### config.mk
export PLATFORM = sky130hd
export DESIGN_NAME = fsum_seq
export DESIGN_NICKNAME = d
export VERILOG_FILES = /design/src/rtl/fsum_seq.sv
export SDC_FILE = /design/constraint.sdc
export NUM_CORES = 1
export LEC_CHECK = 0
export BUFFER_PORTS_ARGS = -buffer_cell sky130_fd_sc_hd__buf_2
export CAP_MARGIN = 20
export CORE_ASPECT_RATIO = 0.75
export CORE_UTILIZATION = 51
export CTS_BUF_LIST = sky130_fd_sc_hd__clkbuf_8
export CTS_CLUSTER_SIZE = 8
export DETAILED_ROUTE_END_ITERATION = 12
export GPL_TIMING_DRIVEN = 0
export PLACE_DENSITY = 0.89
export SLEW_MARGIN = 10
export SYNTH_ARGS = -nofsm -noshare
export SYNTH_HDL_FRONTEND = slang
export SYNTH_SLANG_ARGS = --single-unit
### constraint.sdc
create_clock -name clk -period 3.85 [get_ports clk]
set_clock_uncertainty 0.1 [all_clocks]
set_input_delay 0.1925 -clock clk [delete_from_list [all_inputs] [get_ports clk]]
set_output_delay 0.1925 -clock clk [all_outputs]
set_load 0.03 [all_outputs]
### src/rtl/fsum_seq.sv
// Sequential single-precision packet summer driving an external
// combinational adder; one element every two cycles.
module fsum_seq #(
  parameter int CNT_W = 16
) (
  input  logic             clk,
  input  logic             rstn,
  input  logic             in_valid,
  output logic             in_ready,
  input  logic [31:0]      in_data,
  input  logic             in_last,
  output logic [31:0]      add_x1,
  output logic [31:0]      add_x2,
  input  logic [31:0]      add_y,
  input  logic             add_ovf,
  output logic             out_valid,
  input  logic             out_ready,
  output logic [31:0]      out_sum,
  output logic             out_ovf,
  output logic [CNT_W-1:0] out_count
);

  typedef enum logic [1:0] {
    RUN  = 2'd0,
    ADD  = 2'd1,
    DONE = 2'd2
  } state_e;

  state_e           state_q, state_d;
  logic [31:0]      acc_q, acc_d;
  logic [31:0]      opnd_q, opnd_d;
  logic             last_q, last_d;
  logic             ovf_q, ovf_d;
  logic [CNT_W-1:0] cnt_q, cnt_d;

  always_ff @(posedge clk or negedge rstn) begin
    if (!rstn) begin
      state_q <= RUN;
      acc_q   <= '0;
      opnd_q  <= '0;
      last_q  <= 1'b0;
      ovf_q   <= 1'b0;
      cnt_q   <= '0;
    end else begin
      state_q <= state_d;
      acc_q   <= acc_d;
      opnd_q  <= opnd_d;
      last_q  <= last_d;
      ovf_q   <= ovf_d;
      cnt_q   <= cnt_d;
    end
  end

  always_comb begin
    state_d = state_q;
    acc_d   = acc_q;
    opnd_d  = opnd_q;
    last_d  = last_q;
    ovf_d   = ovf_q;
    cnt_d   = cnt_q;
    unique case (state_q)
      RUN: begin
        if (in_valid) begin
          opnd_d  = in_data;
          last_d  = in_last;
          state_d = ADD;
        end
      end
      ADD: begin
        acc_d = add_y;
        ovf_d = ovf_q | add_ovf;
        // Count saturates; the sum keeps accumulating past it.
        if (cnt_q != '1) begin
          cnt_d = cnt_q + CNT_W'(1);
        end
        state_d = last_q ? DONE : RUN;
      end
      DONE: begin
        if (out_ready) begin
          state_d = RUN;
          acc_d   = '0;
          ovf_d   = 1'b0;
          cnt_d   = '0;
        end
      end
      default: begin
        state_d = RUN;
      end
    endcase
  end

  assign add_x1    = acc_q;
  assign add_x2    = opnd_q;
  assign in_ready  = (state_q == RUN);
  assign out_valid = (state_q == DONE);
  assign out_sum   = acc_q;
  assign out_ovf   = ovf_q;
  assign out_count = cnt_q;

endmodule
# After elaboration in Yosys (flattened, before gate mapping)
# Index checks and enable logic that the tools add are counted.
# Widths: inputs -> output; s select.
dict set report classes {
  muxes 11
  add_sub_neg 1
  bitwise 1
  reduce_logical 6
  eq_ne 6
}
# op n
set ops {}
lappend ops {{$pmux 32 s2} 1}
lappend ops {{$mux 16} 2}
lappend ops {{$mux 32} 1}
lappend ops {{$pmux 16 s2} 1}
lappend ops {{$add 16x1->16 const B} 1}
lappend ops {{$ne 16x16->1 const B} 1}
lappend ops {{$mux 2} 3}
lappend ops {{$pmux 2 s3} 1}
lappend ops {{$reduce_and 2->1} 3}
lappend ops {{$ne 2x2->1 const B} 2}
lappend ops {{$reduce_and 3->1} 1}
lappend ops {{$eq 2x1->1 const B} 1}
lappend ops {{$eq 2x2->1 const B} 1}
lappend ops {{$logic_not 2->1} 1}
lappend ops {{$ne 2x1->1 const B} 1}
lappend ops {{$pmux 1 s2} 1}
lappend ops {{$reduce_bool 2->1} 1}
lappend ops {{$mux 1} 1}
lappend ops {{$or 1x1->1} 1}
dict set report totals {
  register_bits 84
  out_inout_bits 115
  wordCells 31
  inputBits 70
}

# Logic depth before layout (Yosys ltp)
dict set report depth {
  ltp_word 3
  ltp_mapped 8
  depth_no_buf 5
}

# Worst setup path before layout
# OpenSTA, ideal clock, no wires.
dict set report synth_timing {
  path_type {register to register}
  from {reg state_q[1]}
  to {reg opnd_q[10] (netlist: add_x2[10])}
  path_stages_with_launch 7
  setup_time_ps 125
  slack_ps 1802
  arrival_time_ps 1824
  synth_period_minus_slack_ps 2048
  required_ps 3625
  n_path_buf 3
  path_cell_list {dfrtp_1 -> buf_6 -> nor2_1 -> and2_1 -> buf_2 -> buf_2 -> mux2_2}
}
dict set report synth_via {
  elab_chain_len 2
}
# element line
set synth_lines {}
lappend synth_lines {{from (decl)} 29} ;# state_e state_q, state_d;
lappend synth_lines {{from (signal assigned)} 45} ;# state_q <= state_d;
lappend synth_lines {{$logic_not 2->1} -}
lappend synth_lines {{net in_ready} 9} ;# output logic in_ready,
lappend synth_lines {{$reduce_and 2->1 (no source line)} -}
lappend synth_lines {{to (signal assigned)} 47} ;# opnd_q <= opnd_d;
lappend synth_lines {{to (decl)} 31} ;# logic [31:0] opnd_q, opnd_d;
# The timed path passes the listed nets, and every way through them passes these cells.
# A chain may end at the register's enable or synchronous reset.

# Worst setup path after layout
dict set report layout_timing {
  from {reg cnt_q[0] (netlist: out_count[0])}
  to {reg cnt_q[1] (netlist: out_count[1])}
}
dict set report layout_via {
  elab_chain_len 3
  word_cells_on_any_way 6
  classes_between {add/sub (1); eq/ne (2); mux (2); reduce/logical (1)}
}
# element line
set layout_lines {}
lappend layout_lines {{from (decl)} 34} ;# logic [CNT_W-1:0] cnt_q, cnt_d;
lappend layout_lines {{from (signal assigned)} 50} ;# cnt_q <= cnt_d;
lappend layout_lines {{$add 16x1->16 or $ne 16x16->1 (tied branches)} {74, 73}}
lappend layout_lines {{$mux 16 or $ne 2x2->1 (tied branches)} -}
lappend layout_lines {{$pmux 16 s2 or $reduce_and 3->1 (tied branches)} -}
# Parallel ways exist; a longest one is shown, timed or not. The select of a mux whose other input is x is not followed.

==> metrics <==
run status=finished, final reports clean; All-Layer GR Usage=29.6%; end of the worst register-to-register path=out_count[1]; Worst-Margin Slew=0.589 ns; headroom to the max-slew limit=60.7%; Final Slew Violations=0; root buffer cell=sky130_fd_sc_hd__clkbuf_8; number of clock buffers inserted by TritonCTS=9; P&R area growth vs syn=52.7%; global-route wire length before repair=16900 um; number of nets still failing antenna checks after routing=0; post-synthesis area per instance=12.7 um^2; Buffers & Inverters on Critical Path=0; Stages on worst setup path=5; via count of the first global-routing pass=3392; most common library cell in the layout ignoring fill and taps=sky130_fd_sc_hd__buf_2; die footprint=7580 um^2; Tot Pwr=5.28 mW; Seq cells post-synth=84; xor and xnor area share after synthesis=0.237%; number of failing hold endpoints at the final stage=0; hold crit path type=primary input to flop; die extent in x=100 um; count of yosys warnings during synthesis=0; post-detailed-route wirelength per cell=17.3 um; Worst Setup End Kind=flop; Die Height=75.7 um; Worst R2R Path Depth=5; required time reported for the critical path endpoint=3.99 ns; leftover overflow at the end of global routing=0; fraction of layout cells with a size suffix above 1=50.6%; detailed placer's ending HPWL=6730 um; share of flip-flops with an asynchronous set or reset after synthesis=100%; clock buffer depth=2; maximum achievable frequency=0.501 GHz; synthesized instance count=290; time the worst path needs with I/O delays and setup=1.99 ns; max cap viols=0; Critical Path Start Type=flop; hold path cells=3; Max stage delay on crit path=0.45 ns; placer congestion estimate=0.900; worst-path maximum fanout=10; count of flip-flops with a built-in enable after synthesis=0; RSZ-0062 raised after global routing=false; total number of nets in the final design=624; setup_tns=0 ns; Most used DFF post-synth=sky130_fd_sc_hd__dfrtp_1; reg-to-reg setup timing slack=1.86 ns; Arrival @ worst endpoint=2.14 ns; power density over the cells=937 nW/um^2; fraction of the yosys area taken by sequential cells=57.0%; CTS tree=built; count of input and output buffers=184; Initial Utilization=53.5%; sequential cell area=2100 um^2; vias after detailed routing=3424; first drt pass iteration count=4; pre-CTS setup slack=1.90 ns; reg2reg start=out_count[0]; number of antenna violations at the first check in global routing=1; slowest cell on the critical path=sky130_fd_sc_hd__dfrtp_1; cell leakage power=2.85 nW; syn_nets=361; count of unique library cells instantiated by Yosys=47; worst path setup slack after routing=1.86 ns; dominant combinational cell family by area after synthesis=compound AO/OA/AOI/OAI gates; clk slew on worst S/H paths=0.09 ns; number of design rule violations left after detail routing=0; startpoint of the most critical hold path=add_ovf; std cell rows=26; filler instances=391; standard cell core area=6900 um^2; Hold Crit Endpoint=out_ovf; final WL=11400 um; area of combinational cells with multiple inputs=1240 um^2; sequence of cells on the critical path=ha_1, nand3_2, nor3_4, a21oi_2, a221o_1; period utilisation layout=51.8%; largest delay contributor family on the critical path=simple AND/OR/NAND/NOR gates; first-iteration detailed-routing DRC count=165; largest net degree at the start of global routing=47; via/cell ratio=5.22; commonest non-fill, non-tap cells in the layout=sky130_fd_sc_hd__buf_2, sky130_fd_sc_hd__dfrtp_1, sky130_fd_sc_hd__dlygate4sd3_1; Post-Synthesis Cell Area=3690 um^2; arithmetic-cell share of the synthesized area counting full adders, half adders and majority gates=0.339%; area fraction in compound gates after synthesis=13.0%; share of synthesized cell area in and, or, nand and nor gates=9.97%; count of pins on the block boundary=185; maximum vdd ir drop=499 uV; Crit Path Category=flop to flop; H-tree level count=3; # setup viols final=0; sink count of the clock tree=84; portion of netlist area occupied by mux cells=10.1%; clock latency on the worst-skew pair=0.35 ns
## flip-flops by register name, indices dropped and copies added, names as in the netlist
signal / flops
add_x2: 32
out_count: 16
add_x1: 32
last_q: 1
state_q: 2
out_ovf: 1
## where the power goes
group	total (mW)	switching (mW)	internal, mW
clock network	0.670	0.312	0.357
registers	1.61	0.330	1.28
logic	3.00	1.88	1.12
total	5.28	2.52	2.75
## repair_timing
item | CTS | global route
hold buffers | 67 | 0
hold endpoints to repair | 104 | 0
setup buffers | 0 | 0
resized for setup | 0 | 0
## synth_stat cells, types with 2 or more instances
cell | number | area [um^2]
sky130_fd_sc_hd__dfrtp_1 | 84 | 2100
sky130_fd_sc_hd__buf_4 | 36 | 270
sky130_fd_sc_hd__a22o_1 | 33 | 289
sky130_fd_sc_hd__mux2_2 | 33 | 372
sky130_fd_sc_hd__nand2_1 | 9 | 33.8
sky130_fd_sc_hd__nand3_1 | 9 | 45.0
sky130_fd_sc_hd__and3_1 | 7 | 43.8
sky130_fd_sc_hd__a21oi_1 | 6 | 30.0
sky130_fd_sc_hd__nor2_1 | 6 | 22.5
sky130_fd_sc_hd__buf_2 | 5 | 25.0
sky130_fd_sc_hd__nand4_1 | 4 | 25.0
sky130_fd_sc_hd__o21ai_0 | 4 | 20.0
sky130_fd_sc_hd__or3_1 | 4 | 25.0
sky130_fd_sc_hd__inv_1 | 3 | 11.3
sky130_fd_sc_hd__nand3b_1 | 3 | 22.5
sky130_fd_sc_hd__a22oi_1 | 2 | 15.0
sky130_fd_sc_hd__a31oi_1 | 2 | 12.5
sky130_fd_sc_hd__a41oi_1 | 2 | 17.5
sky130_fd_sc_hd__and2_1 | 2 | 12.5
sky130_fd_sc_hd__and4_1 | 2 | 17.5
sky130_fd_sc_hd__buf_6 | 2 | 22.5
sky130_fd_sc_hd__clkbuf_1 | 2 | 7.51
sky130_fd_sc_hd__nand2b_1 | 2 | 12.5
sky130_fd_sc_hd__nor2b_1 | 2 | 12.5
sky130_fd_sc_hd__nor3_1 | 2 | 10.0
sky130_fd_sc_hd__nor4_1 | 2 | 12.5
sky130_fd_sc_hd__o211ai_1 | 2 | 15.0
## cell type report
| type | instances | share of cell area, % |
|---|---|---|
| Antenna cell | 1 | 0.0444 |
| Buffer | 47 | 5.93 |
| Clock buffer | 9 | 2.20 |
| Clock inverter | 6 | 1.47 |
| Inverter | 3 | 0.200 |
| Multi-Input combinational cell | 156 | 22.0 |
| Sequential cell | 84 | 37.3 |
| Tap cell | 98 | 2.18 |
| Timing Repair Buffer | 252 | 28.6 |
## stage by stage
step	hold slack, ns	util, %	instance area [um^2]	cells
after global routing	0.0640	81.7	5630	656
after floorplan	-0.203	-	3690	290
after global placement	0.316	68.6	4730	572
after CTS	0.0601	81.7	5630	655
final	0.0675	81.7	5630	656
after detailed placement	0.0994	68.9	4750	573
## worst max path at each step
stage                            start            to  slack [ns]
after floorplan             state_q[1]    add_x2[10]        1.80
after global placement            rstn    add_x1[24]        1.91
after detailed placement  out_count[0]  out_count[1]        1.90
after CTS                 out_count[0]  out_count[1]        1.88
after global routing      out_count[1]  out_count[1]        1.73
final                     out_count[0]  out_count[1]        1.86
## worst reg2reg max path, stage by stage, from the launching register on
cell                      delay, ns
sky130_fd_sc_hd__dfrtp_1       0.45
sky130_fd_sc_hd__ha_1          0.24
sky130_fd_sc_hd__nand3_2       0.21
sky130_fd_sc_hd__nor3_4        0.45
sky130_fd_sc_hd__a21oi_2       0.13
sky130_fd_sc_hd__a221o_1       0.31
## kinds of logic (layout without fill, tap and decap cells)
logic type,count (synthesis),count (layout)
buffers and inverters,50,317
multiplexers,33,33
AO/OA/AOI/OAI,60,60
AND/OR/NAND/NOR,61,61
XOR/XNOR,1,1
other,0,1
adder cells (fa/ha/maj),1,1
flip-flops,84,84
## layer usage
metal | vias up | track usage [%] | routed length, um | share of wire [%]
met1 | 1652 | 35.7 | 4520 | 40
li1 | 1561 | - | - | -
met5 | - | 0 | 0 | 0
met2 | 192 | 51.1 | 5720 | 50
met4 | 0 | 11.3 | 177 | 1.6
met3 | 19 | 8.99 | 940 | 8.3
No activity file was read; power rests on OpenSTA's default activity.
